File: src/rtl/div_pkg.sv
// Shared types and defaults for the multi-cycle restoring divider.
package div_pkg;

    localparam int DIV_WIDTH_DEFAULT = 32;
    localparam int DIV_CNT_W_DEFAULT = $clog2(DIV_WIDTH_DEFAULT);

    // Divider FSM states: IDLE waits for start, CALC runs one trial
    // subtraction per cycle, FIX applies signs and publishes results.
    typedef enum logic [1:0] {
        IDLE = 2'd0,
        CALC = 2'd1,
        FIX  = 2'd2
    } state_t;

    // Iteration counter width for a given operand width.
    function automatic int cnt_width(input int w);
        return $clog2(w);
    endfunction

endpackage

File: src/rtl/div_sub_step.sv
// One restoring-division step: shift the next dividend bit into the partial
// remainder, trial-subtract the divisor, keep the difference when it is
// non-negative, otherwise restore the shifted remainder.
module div_sub_step #(
    parameter int WIDTH = 32
) (
    input  logic [WIDTH-1:0] rem,
    input  logic [WIDTH-1:0] div,
    input  logic             q_in_bit,
    output logic [WIDTH-1:0] rem_next,
    output logic             q_bit
);

    logic [WIDTH:0] shifted;
    logic [WIDTH:0] trial;

    // The partial remainder is always below the divisor, so the shifted value
    // is below 2*div and the WIDTH+1-bit trial sign bit is a valid borrow flag.
    always_comb begin
        shifted  = {rem, q_in_bit};
        trial    = shifted - {1'b0, div};
        q_bit    = ~trial[WIDTH];
        rem_next = q_bit ? trial[WIDTH-1:0] : shifted[WIDTH-1:0];
    end

endmodule

File: src/rtl/restoring_divider.sv
// Multi-cycle signed/unsigned integer divider using the restoring algorithm.
//
// Handshake: start is sampled only on an edge where busy is low; that edge
// captures signed_op/dividend/divisor. busy is high from that edge until the
// edge at which done falls, so a start held during the done cycle is ignored
// and must still be high in the following cycle to be accepted. done is a
// one-cycle pulse; quotient/remainder/div_by_zero hold until the next result.
module restoring_divider
    import div_pkg::*;
#(
    parameter int WIDTH = DIV_WIDTH_DEFAULT
) (
    input  logic             clk,
    input  logic             rst_n,
    input  logic             start,
    input  logic             signed_op,
    input  logic [WIDTH-1:0] dividend,
    input  logic [WIDTH-1:0] divisor,
    output logic             busy,
    output logic             done,
    output logic [WIDTH-1:0] quotient,
    output logic [WIDTH-1:0] remainder,
    output logic             div_by_zero,
    output state_t           state_dbg
);

    localparam int CNT_W = cnt_width(WIDTH);

    state_t           state;
    logic [CNT_W-1:0] counter;
    logic [WIDTH-1:0] rem_r;
    logic [WIDTH-1:0] q_r;
    logic [WIDTH-1:0] div_r;
    logic             neg_q;
    logic             neg_r;
    logic             dz;

    logic [WIDTH-1:0] rem_next;
    logic             q_bit;
    logic [WIDTH-1:0] abs_dividend;
    logic [WIDTH-1:0] abs_divisor;

    // Magnitudes of the incoming operands; only signed requests take abs.
    always_comb begin
        abs_dividend = (signed_op && dividend[WIDTH-1]) ? -dividend : dividend;
        abs_divisor  = (signed_op && divisor[WIDTH-1])  ? -divisor  : divisor;
    end

    div_sub_step #(
        .WIDTH(WIDTH)
    ) u_step (
        .rem      (rem_r),
        .div      (div_r),
        .q_in_bit (q_r[WIDTH-1]),
        .rem_next (rem_next),
        .q_bit    (q_bit)
    );

    assign state_dbg = state;

    // Divider FSM: operand capture, WIDTH shift-subtract cycles, sign fix-up.
    always_ff @(posedge clk or negedge rst_n) begin
        if (!rst_n) begin
            state       <= IDLE;
            counter     <= '0;
            rem_r       <= '0;
            q_r         <= '0;
            div_r       <= '0;
            neg_q       <= 1'b0;
            neg_r       <= 1'b0;
            dz          <= 1'b0;
            busy        <= 1'b0;
            done        <= 1'b0;
            quotient    <= '0;
            remainder   <= '0;
            div_by_zero <= 1'b0;
        end else begin
            case (state)
                IDLE: begin
                    done <= 1'b0;
                    // busy still high here means this is the done cycle.
                    if (!busy && start) begin
                        busy    <= 1'b1;
                        rem_r   <= '0;
                        counter <= CNT_W'(WIDTH - 1);
                        div_r   <= abs_divisor;
                        neg_q   <= signed_op & (dividend[WIDTH-1] ^ divisor[WIDTH-1]);
                        neg_r   <= signed_op & dividend[WIDTH-1];
                        if (divisor == '0) begin
                            // Zero path keeps the raw dividend to return as remainder.
                            dz    <= 1'b1;
                            q_r   <= dividend;
                            state <= FIX;
                        end else begin
                            dz    <= 1'b0;
                            q_r   <= abs_dividend;
                            state <= CALC;
                        end
                    end else begin
                        busy <= 1'b0;
                    end
                end
                CALC: begin
                    rem_r <= rem_next;
                    q_r   <= {q_r[WIDTH-2:0], q_bit};
                    if (counter == '0) begin
                        state <= FIX;
                    end else begin
                        counter <= counter - CNT_W'(1);
                    end
                end
                FIX: begin
                    done        <= 1'b1;
                    div_by_zero <= dz;
                    if (dz) begin
                        quotient  <= '1;
                        remainder <= q_r;
                    end else begin
                        quotient  <= neg_q ? -q_r : q_r;
                        remainder <= neg_r ? -rem_r : rem_r;
                    end
                    state <= IDLE;
                end
                default: begin
                    state <= IDLE;
                end
            endcase
        end
    end

endmodule

File: config.mk
export PLATFORM = sky130hd
export DESIGN_NAME = restoring_divider
export DESIGN_NICKNAME = d
export VERILOG_FILES = /design/src/rtl/div_pkg.sv /design/src/rtl/div_sub_step.sv /design/src/rtl/restoring_divider.sv
export SDC_FILE = /design/constraint.sdc
export NUM_CORES = 1
export LEC_CHECK = 0
export ABC_CLOCK_PERIOD_IN_PS = 5760
export CAP_MARGIN = 0
export CORE_MARGIN = 2
export CORE_UTILIZATION = 56
export CTS_BUF_LIST = sky130_fd_sc_hd__clkbuf_16
export DETAILED_ROUTE_END_ITERATION = 8
export PLACE_DENSITY = 0.8
export SYNTH_ARGS = -nofsm -noshare
export SYNTH_HDL_FRONTEND = slang
export SYNTH_SLANG_ARGS = --single-unit
export TNS_END_PERCENT = 30
File: constraint.sdc
create_clock -name clk -period 5.76 [get_ports clk]
set_input_delay 0.576 -clock clk [delete_from_list [all_inputs] [get_ports clk]]
set_output_delay 0.576 -clock clk [all_outputs]
set_load 0.01 [all_outputs]
==> results of run 1 <==
[stage by stage]
stage | hold WS (ns) | worst slack [ns]
2_1_floorplan | 0.2804 | 2.361
3_3_place_gp | 0.4574 | 1.258
3_5_place_dp | 0.4681 | 1.215
4_1_cts | 0.05792 | 1.647
5_1_grt | 0.07335 | 1.293
6_report | 0.04900 | 1.599
[layer usage]
metal	share of wire [%]	track usage [%]	up-vias	wire length, um
met4	2.2	8.204	0	629
met3	5.9	3.625	42	1710
met5	0	0	-	0
met2	47	44.84	369	13720
li1	-	-	4965	-
met1	45	38.07	4871	13060
[cell type report]
class,count,share of cell area (%)
Timing Repair Buffer,145,10.67
Inverter,53,1.484
Clock buffer,17,3.173
Tap cell,270,2.520
Multi-Input combinational cell,1046,48.77
Sequential cell,173,32.30
Clock inverter,15,1.092
[final timing paths]
path	start	endpoint	slack, ns	cells past startpoint
hold / removal	rst_n	remainder[10]	0.05	1
setup reg to reg	q_r[31]	rem_r[25]	1.65	12
setup / recovery	divisor[8]	q_r[2]	1.60	10
hold reg to reg	div_r[26]	div_r[26]	0.48	2
min in group clk	div_r[26]	div_r[26]	0.48	2
max in group asynchronous	rst_n	dz	4.26	2
[flip-flops by register name (all words and copies together), names as in the netlist]
signal and count:
neg_r 1, quotient 32, neg_q 1, q_r 32
rem_r 32, dz 1, div_r 32, done 1
state_dbg 2, remainder 32, div_by_zero 1, counter 5
busy 1
[cell families after synthesis]
family | share of synthesized area, %
AO/OA/AOI/OAI | 22.44
AND/OR/NAND/NOR | 17.34
flip-flops | 37.98
XOR/XNOR | 11.14
buffers and inverters | 4.983
adder cells (fa/ha/maj) | 4.347
multiplexers | 1.767
[power groups by stage]
| stage | Sequential (mW) | Clock [mW] | Combinational (mW) |
|---|---|---|---|
| 2_1_floorplan | 2.06 | 0 | 3.39 |
| 3_3_place_gp | 2.31 | 0 | 4.10 |
| 3_5_place_dp | 2.33 | 0 | 4.22 |
| 4_1_cts | 2.31 | 1.14 | 4.25 |
| 5_1_grt | 2.39 | 1.19 | 4.83 |
| 6_report | 2.33 | 1.13 | 4.28 |
[critical path: cells and delay by family]
kind            cells  cell delay [ns]
simple gates        7             3.20
buf+inv             1             0.45
compound gates      1             0.09
xor+xnor            1             0.12
[cells in the final DEF (no fill, tap or decap), types with 6 or more instances in the layout]
master / count
clkdlybuf4s50_1: 135
a22oi_1: 33
nor2_1: 112
a211oi_1: 7
nand2b_1: 10
a21oi_1: 122
o21ai_0: 171
nand2_1: 128
and3_1: 16
xor2_1: 105
o211ai_1: 6
inv_1: 55
nor3_1: 22
or4_1: 9
a21o_1: 16
nand4_1: 6
a31oi_1: 8
nand3_1: 44
or3_1: 8
or4_4: 9
xnor2_1: 40
ha_1: 38
clkbuf_16: 17
dfrtp_1: 172
o41ai_1: 13
buf_4: 9
nor2b_1: 6
mux2i_1: 19
o31ai_1: 31
==> summary.txt, run 1 <==
Reg area -> 4330 um2
Crit path arrival time -> 4.44 ns
Drt initial violations -> 935
Die X -> 146.7 um
Design Area, Final -> 13410 um2
Layout Cells excl Fill -> 1719
Area of the multi-input gates -> 6539 um2
Placed Area -> 12840 um2
Design Power -> 7.744 mW
P_int -> 4.160 mW
Gr ovfl total -> 0
Top-count cell post-synth -> dfrtp_1
Clk Latency, worst-skew pair -> 0.44 ns
Sw Share -> 46.28%
Slew @ Worst Pin -> 1.050 ns
Die height -> 146.7 um
Sequential Power Share -> 30.1%
Tcrit/Tclk final -> 72.23%
Crit start category -> input pin
Period minus WS final -> 4.161 ns
DP Cell Count -> 1687
# clock sinks -> 173
Max_slew headroom -> 30.01%
Row cnt -> 52
H-tree Lvls -> 4
Placed wire-length estimate -> 21350 um
Seq cells post-synth -> 173
First-pass GRT wire length -> 47930 um
Initial Utilization -> 56.70%
Root Driver -> clkbuf_16
Slew Limit Fails -> 0
CTS tree -> done
CP cell instances -> clkdlybuf4s50_1 -> or4_1 -> nor4_1 -> nand2_1 -> nor4b_1 -> nand2_1 -> and3_1 -> nor2b_1 -> xnor2_1 -> o21ai_0
Final Hold Vio Count -> 0
Async set-reset flop share out of synthesis -> 100.0%
Layout area overhead -> 17.63%
Syn Nets -> 1464
Diodes inserted -> 0
Pin count of the biggest net entering global routing -> 84
Netlist cell types -> 65
Post-synth EDFFs -> 0
CP Max Fanout -> 30
Via count -> 10.25k
Max-cap viol count -> 0
Final setup vio count -> 0
Peak Freq -> 240.4 MHz
Final ANT Viol Nets -> 0
Max VDD drop -> 0.3542 mV
Logic pwr share -> 55.3%
DRT Wirelength -> 29130 um
Synth warn -> 0
Clock skew -> 0.007921 ns
Area contributors post-synth -> dfrtp_1 38%, xor2_1 8.1%, o21ai_0 7.5%
Final Util -> 66.69%
CP Capture Type -> flip-flop
Share of cells above drive strength 1 -> 4.969%
Pre-antenna DRT Iters -> 5
CP max-delay cell -> nor4b_1
Synthesized instance count -> 1357
Share of the synthesized area in the top cell type -> 37.98%
Leakage -> 5.642 nW
Gr usage total -> 27.34%
Setup tns final -> 0 ns
Die Area -> 21510 um2
IO Pins -> 137
Hold buffers post-CTS -> 0
Antenna violations before repair -> 0
Power per cell area -> 577.6 nW/um2
Status -> complete, no violations
Fillers -> 1659
Synthesized cell area -> 11400 um2
Register area share after synthesis -> 37.98%
WL per Instance -> 16.94 um
Port bufs -> 136
Total CTS buffers -> 17
DRC errors left -> 0
Gpl congestion -> 0.9238
Vias in the first global route -> 9456
Worst path max stage delay -> 0.79 ns
Clock Power Share -> 14.6%
Post-CTS sizing -> 0
Synthesized area per cell -> 8.400 um2
Most used cell, CP -> nand2_1
Setup bufs post-CTS -> 0
Crit Path Class -> in2reg
Worst-path clk slew -> 0.06 ns
WP data required -> 6.04 ns
Net Switching -> 3.584 mW
Class of the worst hold path -> in2async
NumNets Final -> 1543
Most used DFF post-synth -> dfrtp_1
Clock Tree Buf Depth -> 2
Vias per std cell -> 5.961
Unrepaired setup endpoints after global routing -> no
Yosys top cell by area -> dfrtp_1
Core footprint -> 20100 um2
Commonest cells in the netlist -> 173 x dfrtp_1, 171 x o21ai_0, 128 x nand2_1
(Power assumes the default switching activity.)
==> run 2: changes to the inputs <==
- ABC_CLOCK_PERIOD_IN_PS: 5760 -> 3700
- CORE_UTILIZATION: 56 -> 52
- PLACE_DENSITY: 0.8 -> 0.78
- clock period: 5.76 -> 3.7 ns (I/O delays scaled with it)
==> run 2 against run 1 <==
Via count rose by 0.84%. Die area is 7.5% higher. Sequential cell count did not move. Global-route usage is 1.2 points lower. Critical endpoint is now remainder[29].
==> summary.txt, run 2 (synthesis gave the netlist of run 1 again) <==
Die Area -> 23120 um2 (was 21510 um2)
Clk Latency, worst-skew pair -> 0.44 ns (about the same)
# clock sinks -> 173 (unchanged)
Post-CTS sizing -> 0 (unchanged)
Antenna violations before repair -> 0 (unchanged)
Gr usage total -> 26.12% (was 27.34%)
Vias per std cell -> 5.905 (was 5.961)
Die height -> 152.1 um (was 146.7 um)
Power per cell area -> 890.9 nW/um2 (was 577.6 nW/um2)
Max-cap viol count -> 0 (unchanged)
Status -> complete, no violations (unchanged)
WL per Instance -> 17.04 um (was 16.94 um)
Die X -> 152.1 um (was 146.7 um)
Class of the worst hold path -> reg2reg (was in2async)
Final Hold Vio Count -> 0 (unchanged)
Reg-to-reg endpoint -> remainder[29] (was rem_r[25])
Final setup vio count -> 0 (unchanged)
NumNets Final -> 1564 (was 1543)
Row cnt -> 54 (was 52)
Max VDD drop -> 0.4013 mV (was 0.3542 mV)
CP Capture Type -> flip-flop (unchanged)
WP data required -> 4.03 ns (was 6.04 ns)
DRT Wirelength -> 29820 um (was 29130 um)
Total CTS buffers -> 17 (unchanged)
Tcrit/Tclk final -> 95.22%
CP max-delay cell -> or4_4 (was nor4b_1)
Diodes inserted -> 0 (unchanged)
Core footprint -> 21690 um2 (was 20100 um2)
Max_slew headroom -> 30.65% (was 30.01%)
Final ANT Viol Nets -> 0 (unchanged)
Most frequent cells in the layout -> 172 x dfrtp_1, 171 x o21ai_0, 135 x clkdlybuf4s50_1 (unchanged)
IO Pins -> 137 (unchanged)
Layout Cells excl Fill -> 1750 (was 1719)
Cell count along the critical path -> 8 (was 10)
Placed Area -> 13020 um2 (was 12840 um2)
Vias in the first global route -> 9839 (was 9456)
First-pass GRT wire length -> 49870 um (was 47930 um)
Gr ovfl total -> 0 (unchanged)
Drt initial violations -> 956 (was 935)
Most used cell, CP -> or4_4 (was nand2_1)
Placed wire-length estimate -> 22040 um (was 21350 um)
Crit path capture -> remainder[29] (was q_r[2])
Port bufs -> 136 (unchanged)
CP cell instances -> or4_4 -> or3_4 -> or4_4 -> or4_4 -> or4_4 -> o41ai_2 -> xor2_1 -> o21ai_1 (was clkdlybuf4s50_1 -> or4_1 -> nor4_1 -> nand2_1 -> nor4b_1 -> nand2_1 -> and3_1 -> nor2b_1 -> xnor2_1 -> o21ai_0)
Worst Setup SP -> rem_r[10] (was divisor[8])
DRC errors left -> 0 (unchanged)
Crit start category -> flip-flop (was input pin)
Worst path max stage delay -> 0.57 ns (was 0.79 ns)
Hold buffers post-CTS -> 1 (was 0)
Layout area overhead -> 19.10% (was 17.63%)
DP Cell Count -> 1717 (was 1687)
Clock skew -> 0.008621 ns (was 0.007921 ns)
Leakage -> 5.735 nW (was 5.642 nW)
R2R cell count -> 8 (was 12)
CP top delay family -> simple AND/OR/NAND/NOR gates (unchanged)
R2R setup slack -> 0.18 ns (was 1.65 ns)
Peak Freq -> 283.8 MHz
Root Driver -> clkbuf_16 (unchanged)
Clock Tree Buf Depth -> 2 (unchanged)
Pin count of the biggest net entering global routing -> 77 (was 84)
CTS tree -> done (unchanged)
Via count -> 10.33k (was 10.25k)
Worst path bufs/invs -> 0 (was 1)
RR Startpoint -> rem_r[10] (was q_r[31])
Worst-path clk slew -> 0.07 ns (was 0.06 ns)
H-tree Lvls -> 4 (unchanged)
Crit path arrival time -> 3.85 ns (was 4.44 ns)
Final worst slack -> 0.1767 ns (was 1.599 ns)
CP Max Fanout -> 5 (was 30)
Pre-antenna DRT Iters -> 5 (unchanged)
Gpl congestion -> 0.9428 (was 0.9238)
Unrepaired setup endpoints after global routing -> no (unchanged)
Share of cells above drive strength 1 -> 6.463% (was 4.969%)
Post-placement setup slack -> -0.05477 ns (was 1.215 ns)
Crit Path Class -> reg2reg (was in2reg)
Initial Utilization -> 52.56% (was 56.70%)
Fillers -> 1825 (was 1659)
Hold_sp -> div_r[25]
Slew @ Worst Pin -> 1.040 ns (was 1.050 ns)
Design Area, Final -> 13580 um2 (was 13410 um2)
Period minus WS final -> 3.523 ns
Setup bufs post-CTS -> 0 (unchanged)
Slew Limit Fails -> 0 (unchanged)
Commonest non-fill, non-tap cell in the layout -> dfrtp_1 (unchanged)
-- run 2: cell count changes in the layout (fill, tap and decap cells not counted), sizes merged --
cell / change
dlygate4sd3: +1
inv: +1
clkinv: +1
buf: +20
bufinv: -2
-- run 2: final cells by class --
cell class	instances	area [um2]	area share [%]
clock buffers	17	425.4	3.134
clock inverters	15	116.4	0.8571
inverters	53	198.9	1.465
multi-input cells	1046	6539	48.17
flip-flops and latches	173	4330	31.90
well taps	280	350.3	2.581
repair buffers	166	1615	11.90
-- run 2: where the power goes --
group | switching, mW | internal (mW)
logic | 3.82 | 3.00
registers | 1.00 | 2.59
clock network | 0.811 | 0.870
total | 5.64 | 6.46
-- run 2: metal layers --
| metal | vias up | part of all wire, % | track usage, % | wire, um |
|---|---|---|---|---|
| li1 | 5023 | - | - | - |
| met1 | 4885 | 44 | 34.95 | 13250 |
| met2 | 364 | 46 | 42.00 | 13580 |
| met3 | 61 | 6.0 | 4.307 | 1801 |
| met4 | 0 | 4.0 | 11.62 | 1178 |
| met5 | - | 0 | 0 | 0 |
-- run 2: metrics by stage --
stage | utilization, % | power, mW | hold slack (ns) | setup TNS [ns]
after floorplan | - | 8.477 | 0.07441 | 0
after global placement | 60.05 | 10.10 | 0.4530 | -0.01457
after detailed placement | 60.05 | 10.33 | 0.4518 | -0.07649
after CTS | 62.59 | 12.05 | 0.4855 | 0
after global routing | 62.59 | 13.19 | 0.5034 | 0
final | 62.59 | 12.09 | 0.4774 | 0
-- run 2: how the worst min path moves through the flow --
stage | endpoint | slack (ns) | cells past startpoint
after CTS | remainder[14] | 0.49 | 2
after global placement | remainder[4] | 0.45 | 1
after floorplan | busy | 0.07 | 0
after detailed placement | remainder[4] | 0.45 | 1
final | div_r[25] | 0.48 | 2
after global routing | div_r[9] | 0.50 | 2
-- run 2: worst min-delay path: stages, from the launching register on --
cell and delay [ns]:
dfrtp_1 0.34, nand2_1 0.04, o21ai_0 0.06
==> run 3: changes to the inputs <==
- TNS_END_PERCENT: 30 -> 1
==> results of run 3 <==
No change in the layout: final DEF, timing and power equal those of run 2.
